**src/rtl/if_id_stage_if.sv**
```systemverilog
// Fetch/decode bus of the IF/ID stage: PC, instruction, hazard controls and decode outputs.
// The stage sits on the slave modport; the fetch/hazard side drives the master modport.
interface if_id_stage_if #(
  parameter int unsigned PC_W    = 11,
  parameter int unsigned INSTR_W = 32
);
  logic [PC_W-1:0]    pc_in;
  logic [INSTR_W-1:0] instr_in;
  logic               stall;
  logic               flush;
  logic [PC_W-1:0]    target;
  logic [PC_W-1:0]    pc_next;
  logic [PC_W-1:0]    pc_out;
  logic [INSTR_W-1:0] instr_out;
  logic               valid_out;

  modport slave (
    input  pc_in, instr_in, stall, flush, target,
    output pc_next, pc_out, instr_out, valid_out
  );

  modport master (
    output pc_in, instr_in, stall, flush, target,
    input  pc_next, pc_out, instr_out, valid_out
  );
endinterface

```
**src/rtl/if_id_stage.sv**
```systemverilog
// IF/ID pipeline stage: next-PC select plus the IF/ID register with an EMPTY/FULL/BUBBLE FSM.
// Optional macro IF_ID_STALL_CNT_EN adds a saturating 16-bit count of stalls while FULL.
module if_id_stage #(
  parameter int unsigned PC_W    = 11,
  parameter int unsigned INSTR_W = 32
) (
  input  logic              clock,
  input  logic              reset,
`ifdef IF_ID_STALL_CNT_EN
  output logic [15:0]       stall_cnt,
`endif
  if_id_stage_if.slave      bus
);

  typedef enum logic [1:0] {
    EMPTY  = 2'b00,
    FULL   = 2'b01,
    BUBBLE = 2'b10
  } state_t;

  state_t             state_q, state_d;
  logic [PC_W-1:0]    pc_q, pc_d;
  logic [INSTR_W-1:0] instr_q, instr_d;
  logic [PC_W-1:0]    pc_inc;

  // Width of the sum matches pc_in, so the increment wraps with no carry out.
  assign pc_inc = bus.pc_in + PC_W'(1);

  always_comb begin
    bus.pc_next = pc_inc;
    if (reset) begin
      bus.pc_next = '0;
    end else if (bus.flush) begin
      bus.pc_next = bus.target;
    end else if (bus.stall) begin
      bus.pc_next = bus.pc_in;
    end
  end

  always_comb begin
    state_d = state_q;
    pc_d    = pc_q;
    instr_d = instr_q;
    if (reset) begin
      state_d = EMPTY;
      pc_d    = '0;
      instr_d = '0;
    end else if (bus.flush) begin
      // Flush wins over stall; instr_in is never sampled here so X cannot leak.
      state_d = BUBBLE;
      pc_d    = bus.pc_in;
      instr_d = '0;
    end else if (!bus.stall) begin
      state_d = FULL;
      pc_d    = bus.pc_in;
      instr_d = bus.instr_in;
    end
  end

  always_ff @(posedge clock) begin
    state_q <= state_d;
    pc_q    <= pc_d;
    instr_q <= instr_d;
  end

  assign bus.pc_out    = pc_q;
  assign bus.instr_out = instr_q;
  assign bus.valid_out = (state_q == FULL);

`ifdef IF_ID_STALL_CNT_EN
  logic [15:0] cnt_q, cnt_d;

  always_comb begin
    cnt_d = cnt_q;
    if (reset) begin
      cnt_d = '0;
    end else if (bus.stall && !bus.flush && (state_q == FULL) && (cnt_q != '1)) begin
      cnt_d = cnt_q + 16'd1;
    end
  end

  always_ff @(posedge clock) begin
    cnt_q <= cnt_d;
  end

  assign stall_cnt = cnt_q;
`endif

endmodule
```
**src/flat_wrapper.sv**
```systemverilog
// flat-port wrapper written by rule: the top's interface ports become plain ports
module if_id_stage_flat 
#(
  parameter int unsigned PC_W    = 11,
  parameter int unsigned INSTR_W = 32
)
  (clock, reset, bus_pc_in, bus_instr_in, bus_stall, bus_flush, bus_target, bus_pc_next, bus_pc_out, bus_instr_out, bus_valid_out);
  if_id_stage_if #(.PC_W(PC_W), .INSTR_W(INSTR_W)) bus_i ();
  input  logic clock;
  input  logic reset;
  input wire logic [$bits(bus_i.pc_in)-1:0] bus_pc_in;
  input wire logic [$bits(bus_i.instr_in)-1:0] bus_instr_in;
  input wire logic [$bits(bus_i.stall)-1:0] bus_stall;
  input wire logic [$bits(bus_i.flush)-1:0] bus_flush;
  input wire logic [$bits(bus_i.target)-1:0] bus_target;
  output wire logic [$bits(bus_i.pc_next)-1:0] bus_pc_next;
  output wire logic [$bits(bus_i.pc_out)-1:0] bus_pc_out;
  output wire logic [$bits(bus_i.instr_out)-1:0] bus_instr_out;
  output wire logic [$bits(bus_i.valid_out)-1:0] bus_valid_out;
  assign bus_i.pc_in = bus_pc_in;
  assign bus_i.instr_in = bus_instr_in;
  assign bus_i.stall = bus_stall;
  assign bus_i.flush = bus_flush;
  assign bus_i.target = bus_target;
  assign bus_pc_next = bus_i.pc_next;
  assign bus_pc_out = bus_i.pc_out;
  assign bus_instr_out = bus_i.instr_out;
  assign bus_valid_out = bus_i.valid_out;
  if_id_stage #(.PC_W(PC_W), .INSTR_W(INSTR_W)) u_core (.clock(clock), .reset(reset), .bus(bus_i));
endmodule
```
**config.mk**
```make
export PLATFORM = sky130hd
export DESIGN_NAME = if_id_stage_flat
export DESIGN_NICKNAME = d
export VERILOG_FILES = /design/src/rtl/if_id_stage_if.sv /design/src/rtl/if_id_stage.sv /design/src/flat_wrapper.sv
export SDC_FILE = /design/constraint.sdc
export NUM_CORES = 1
export LEC_CHECK = 0
export BUFFER_PORTS_ARGS = -buffer_cell sky130_fd_sc_hd__buf_2
export CAP_MARGIN = 20
export CORE_MARGIN = 4
export CORE_UTILIZATION = 43
export DETAILED_ROUTE_END_ITERATION = 12
export GPL_TIMING_DRIVEN = 0
export PLACE_DENSITY = 0.79
export REMOVE_ABC_BUFFERS = 1
export SYNTH_ARGS = -nofsm -noshare
export SYNTH_HDL_FRONTEND = slang
export SYNTH_SLANG_ARGS = --single-unit
```
**constraint.sdc**
```tcl
create_clock -name clock -period 1.6 [get_ports clock]
set_input_delay 0.16 -clock clock [delete_from_list [all_inputs] [get_ports clock]]
set_output_delay 0.16 -clock clock [all_outputs]
set_load 0.05 [all_outputs]
```
# Word-level counts from Yosys, hierarchy flattened
# Cells that the tools add are included.
[totals] reg_bits=45 output_inout_bits=55 word_cells=15 input_bits=58
[op_classes] n_mux=7 n_eq_ne=2 add_sub_neg=1 n_reduce_logical=1
[ops] operator="$mux W11" count=5
[ops] operator="$add A11 B1 Y11 const B" count=1
[ops] operator="$mux W2" count=2
[ops] operator="$eq A2 B1 Y1 const B" count=1
[ops] operator="$ne A2 B1 Y1 const B" count=1
[ops] operator="$reduce_or A2 Y1" count=1

# Depth between registers and ports, before layout
[depth] depth_word=4 mapped_depth=5 ltp_nobuf=4

# Worst setup path before layout
# No wires, ideal clock.
[synth_path] path_type="input -> output" startpoint="input bus_pc_in[0]" endpoint="output bus_pc_next[8]" t_arrival_ns=2.212 cell_stages=4 path_slack_ns=-0.772 cell_sequence="ha_1 nand4b_1 or3_1 a311oi_1"
[synth_via] elab_chain_len=4
[synth_lines] element="start: declaration" line_no="flat_wrapper.sv:11" text="input wire logic [$bits(bus_i.pc_in)-1:0] bus_pc_in;"
[synth_lines] element="$add A11 B1 Y11" line_no="if_id_stage.sv:27" text="assign pc_inc = bus.pc_in + PC_W'(1);"
[synth_lines] element="$mux W11" line_no="if_id_stage.sv:35" text="end else if (bus.stall) begin"
[synth_lines] element="$mux W11" line_no="if_id_stage.sv:33" text="end else if (bus.flush) begin"
[synth_lines] element="$mux W11" line_no="if_id_stage.sv:31" text="if (reset) begin"
[synth_lines] element="end: declaration" line_no="flat_wrapper.sv:16" text="output wire logic [$bits(bus_i.pc_next)-1:0] bus_pc_next;"
# Every way passes these cells.

# Worst setup path after layout
[layout_path] startpoint="input bus_pc_in[1]" endpoint="output bus_pc_next[10]"
# The elaborated chain is that of the path after synthesis.

==> impl_metrics.env <==
export IMPL_post_dp_hpwl_mm=3.64
export IMPL_ys_ff_latch=45
export IMPL_finalHoldViolCount=0
export IMPL_start_kind="input port"
export IMPL_worstPathRequired_ns=1.44
export IMPL_grt_overflow=0
export IMPL_synth_top_area_share_pct=45.8
export IMPL_drtPass1Iterations=4
export IMPL_tritoncts="built"
export IMPL_io_pins=113
export IMPL_crit_fanout=4
export IMPL_synth_edf_count=0
export IMPL_ys_top_cells_by_area="dfxtp_1, mux2i_1, nor2_1"
export IMPL_p_leak_nw=1.45
export IMPL_grt_max_degree=34
export IMPL_wl_mm=5.20
export IMPL_fill_cells=383
export IMPL_drc=0
export IMPL_detail_route_antenna_nets=0
export IMPL_startpoint="bus_pc_in[1]"
export IMPL_yosys_area_share_adder_pct=0.636
export IMPL_r2r_end="u_core.bus.instr_out[22]"
export IMPL_antenna_cells=0
export IMPL_critical_path_reg2reg_startpoint="u_core.bus.instr_out[22]"
export IMPL_dieArea_mm2=0.00572
export IMPL_area_growth_pct=44.9
export IMPL_timing_fmax_mhz=618
export IMPL_grt_pass1_wl_mm=7.78
export IMPL_synth_avg_cell_area_um2=8.79
export IMPL_clkLatencyLatePin_ns=0.28
export IMPL_synth_xor_area_share_pct=1.78
export IMPL_synth_compound_area_share_pct=9.85
export IMPL_ys_dominant_reg_cell="dfxtp_1"
export IMPL_critical_path_endpoint="bus_pc_next[10]"
export IMPL_synth_simple_area_share_pct=20.9
export IMPL_initial_core_util_pct=44.9
export IMPL_grtUsageMet3_pct=6.20
export IMPL_drt_iter0_markers=31
export IMPL_hold_path_depth=3
export IMPL_fin_crit_ns=1.62
export IMPL_first_global_vias=1843
export IMPL_grtUsageMet1_pct=19.4
export IMPL_mostFrequentLayoutCell="buf_2"
export IMPL_numCtsBuffers=5
export IMPL_fin_area_mm2=0.00285
export IMPL_placed_area_mm2=0.00253
export IMPL_min_path_type="input port to flip-flop"
export IMPL_r2r_setup_slack_ns=0.95
export IMPL_synth_area_leader_cell="dfxtp_1"
export IMPL_worstRegToRegCells=2
export IMPL_cts_sinks=45
export IMPL_max_slew_margin_pct=54.5
export IMPL_seq_area_frac_synth_pct=45.8
export IMPL_yosysUniqueCellTypes=33
export IMPL_violations="setup timing"
export IMPL_slew_viol_final=0
export IMPL_path_clk_slew_ns=0.08
export IMPL_worstSetupPathType="input port to output pin"
export IMPL_status="finished with violations"
export IMPL_die_y_um=75.7
export IMPL_rows=24
export IMPL_gp_congestion=0.839
export IMPL_clock_path_buffers=2
export IMPL_synth_top_family_by_area="simple AND/OR/NAND/NOR gates"
export IMPL_ir_worst_vdd_v=0.000503
export IMPL_portBuffers=112
export IMPL_tightestPinTransition_ns=0.682
export IMPL_powerDensity_mw_per_mm2=871
export IMPL_vias_per_cell=4.97
export IMPL_syn_cell_area_mm2=0.00197
export IMPL_via_count=1948
export IMPL_final_cell_mix="buf_2, dfxtp_1, nor2_1"
export IMPL_wire_per_inst_um=13.3
export IMPL_core_mm2=0.00438
export IMPL_die_w_um=75.7
export IMPL_rsz0062_at_grt="true"
export IMPL_cts_hold_buffers=0
export IMPL_finalSetupTns_ns=-0.0182
export IMPL_busiest_layer="met2"
export IMPL_grt_usage_pct=17.6
export IMPL_layout_setup_ws_ns=-0.0182
export IMPL_synth_cells=224
export IMPL_nNetsFinal=398
export IMPL_cts_htree_levels=2
export IMPL_cap_violations=0
export IMPL_synthMuxAreaShare_pct=16.8
export IMPL_cp_data_arrival_time_ns=1.46
export IMPL_grt_antenna_before_repair=0
export IMPL_use_met2_pct=31.3
export IMPL_period_share_pct=101
export IMPL_setup_violations=1
export IMPL_cts_root_buffer="clkbuf_8"
export IMPL_async_reset_ff_share_pct=0
export IMPL_yosys_warnings=0
export IMPL_fin_skew_ns=0
export IMPL_dp_slack_ns=-0.668
export IMPL_worst_setup_path_end_kind="output pin"
export IMPL_drive_above_1_share_pct=40.3
how the worst min path moves through the flow:
| stage | start | to | slack, ns |
|---|---|---|---|
| 2_1_floorplan | reset | u_core.bus.pc_out[0] | 0.23 |
| 3_3_place_gp | bus_instr_in[16] | u_core.bus.instr_out[16] | 0.39 |
| 3_5_place_dp | bus_instr_in[9] | u_core.bus.instr_out[9] | 0.40 |
| 4_1_cts | bus_instr_in[2] | u_core.bus.instr_out[2] | 0.09 |
| 5_1_grt | bus_instr_in[4] | u_core.bus.instr_out[4] | 0.1 |
| 6_report | bus_instr_in[8] | u_core.bus.instr_out[8] | 0.10 |
sequential cells by signal (all words and copies together), names as in the netlist:
name	count
u_core.state_q	2
u_core.bus.instr_out	32
u_core.bus.pc_out	11
area by class of cell:
type	instances	area [µm²]	share of cell area, %
Multi-Input combinational cell	159	1020	35.6
Sequential cell	45	901	31.6
Timing Repair Buffer	123	768	26.9
Clock buffer	8	80.1	2.81
Tap cell	52	65.1	2.28
Inverter	5	22.5	0.789
worst max-delay path, cell delays in order:
cell and delay, ns:
buf_8 0.08, ha_4 0.12, nand4b_1 0.19, buf_4 0.20
or2_4 0.23, o311a_1 0.31, buf_6 0.16
cells by family after synthesis:
kind of cell | Yosys count
buffers and inverters | 20
multiplexers | 33
AND/OR/NAND/NOR | 90
XOR/XNOR | 4
flip-flops | 45
adder cells (fa/ha/maj) | 1
AO/OA/AOI/OAI | 31
Yosys cell counts (2+ instances only):
cell / count
a211oi_1: 4
dfxtp_1: 45
or3_1: 2
nand2_1: 29
mux2i_1: 32
nor2b_1: 3
clkbuf_1: 9
inv_1: 4
buf_2: 6
or4_1: 2
o21ai_0: 4
or2_2: 2
nor2_1: 42
nand4_1: 2
xnor2_1: 3
a21oi_1: 15
a311oi_1: 4
where the power goes:
group	leakage (nW)	switching [mW]	internal, mW
Clock	0.0395	0.347	0.311
Combinational	1.04	0.411	0.231
Sequential	0.369	0.0214	1.17
Total	1.45	0.779	1.71
metrics by stage:
step	hold WS, ns	cells	util, %	power [mW]
after detailed placement	0.398	373	57.7	1.79
after CTS	0.0941	390	64.0	2.51
after global routing	0.0983	392	65.1	2.61
final	0.104	392	65.1	2.49
after global placement	0.388	373	57.7	1.79
after floorplan	0.229	209	-	1.59
routing by layer:
metal / part of all wire, % / vias up
met3: 14 / 7
met5: 0 / -
met4: 1.3 / 0
li1: - / 989
met2: 47 / 92
met1: 38 / 860
timing repair:
action | in CTS | in global routing
endpoints found under the setup margin | 22 | 9
buffers inserted | 7 | 2
gates resized for setup | 21 | 10
gates cloned | 2 | 0
pin swaps | 7 | 4
No activity file was read; power rests on OpenSTA's default activity.
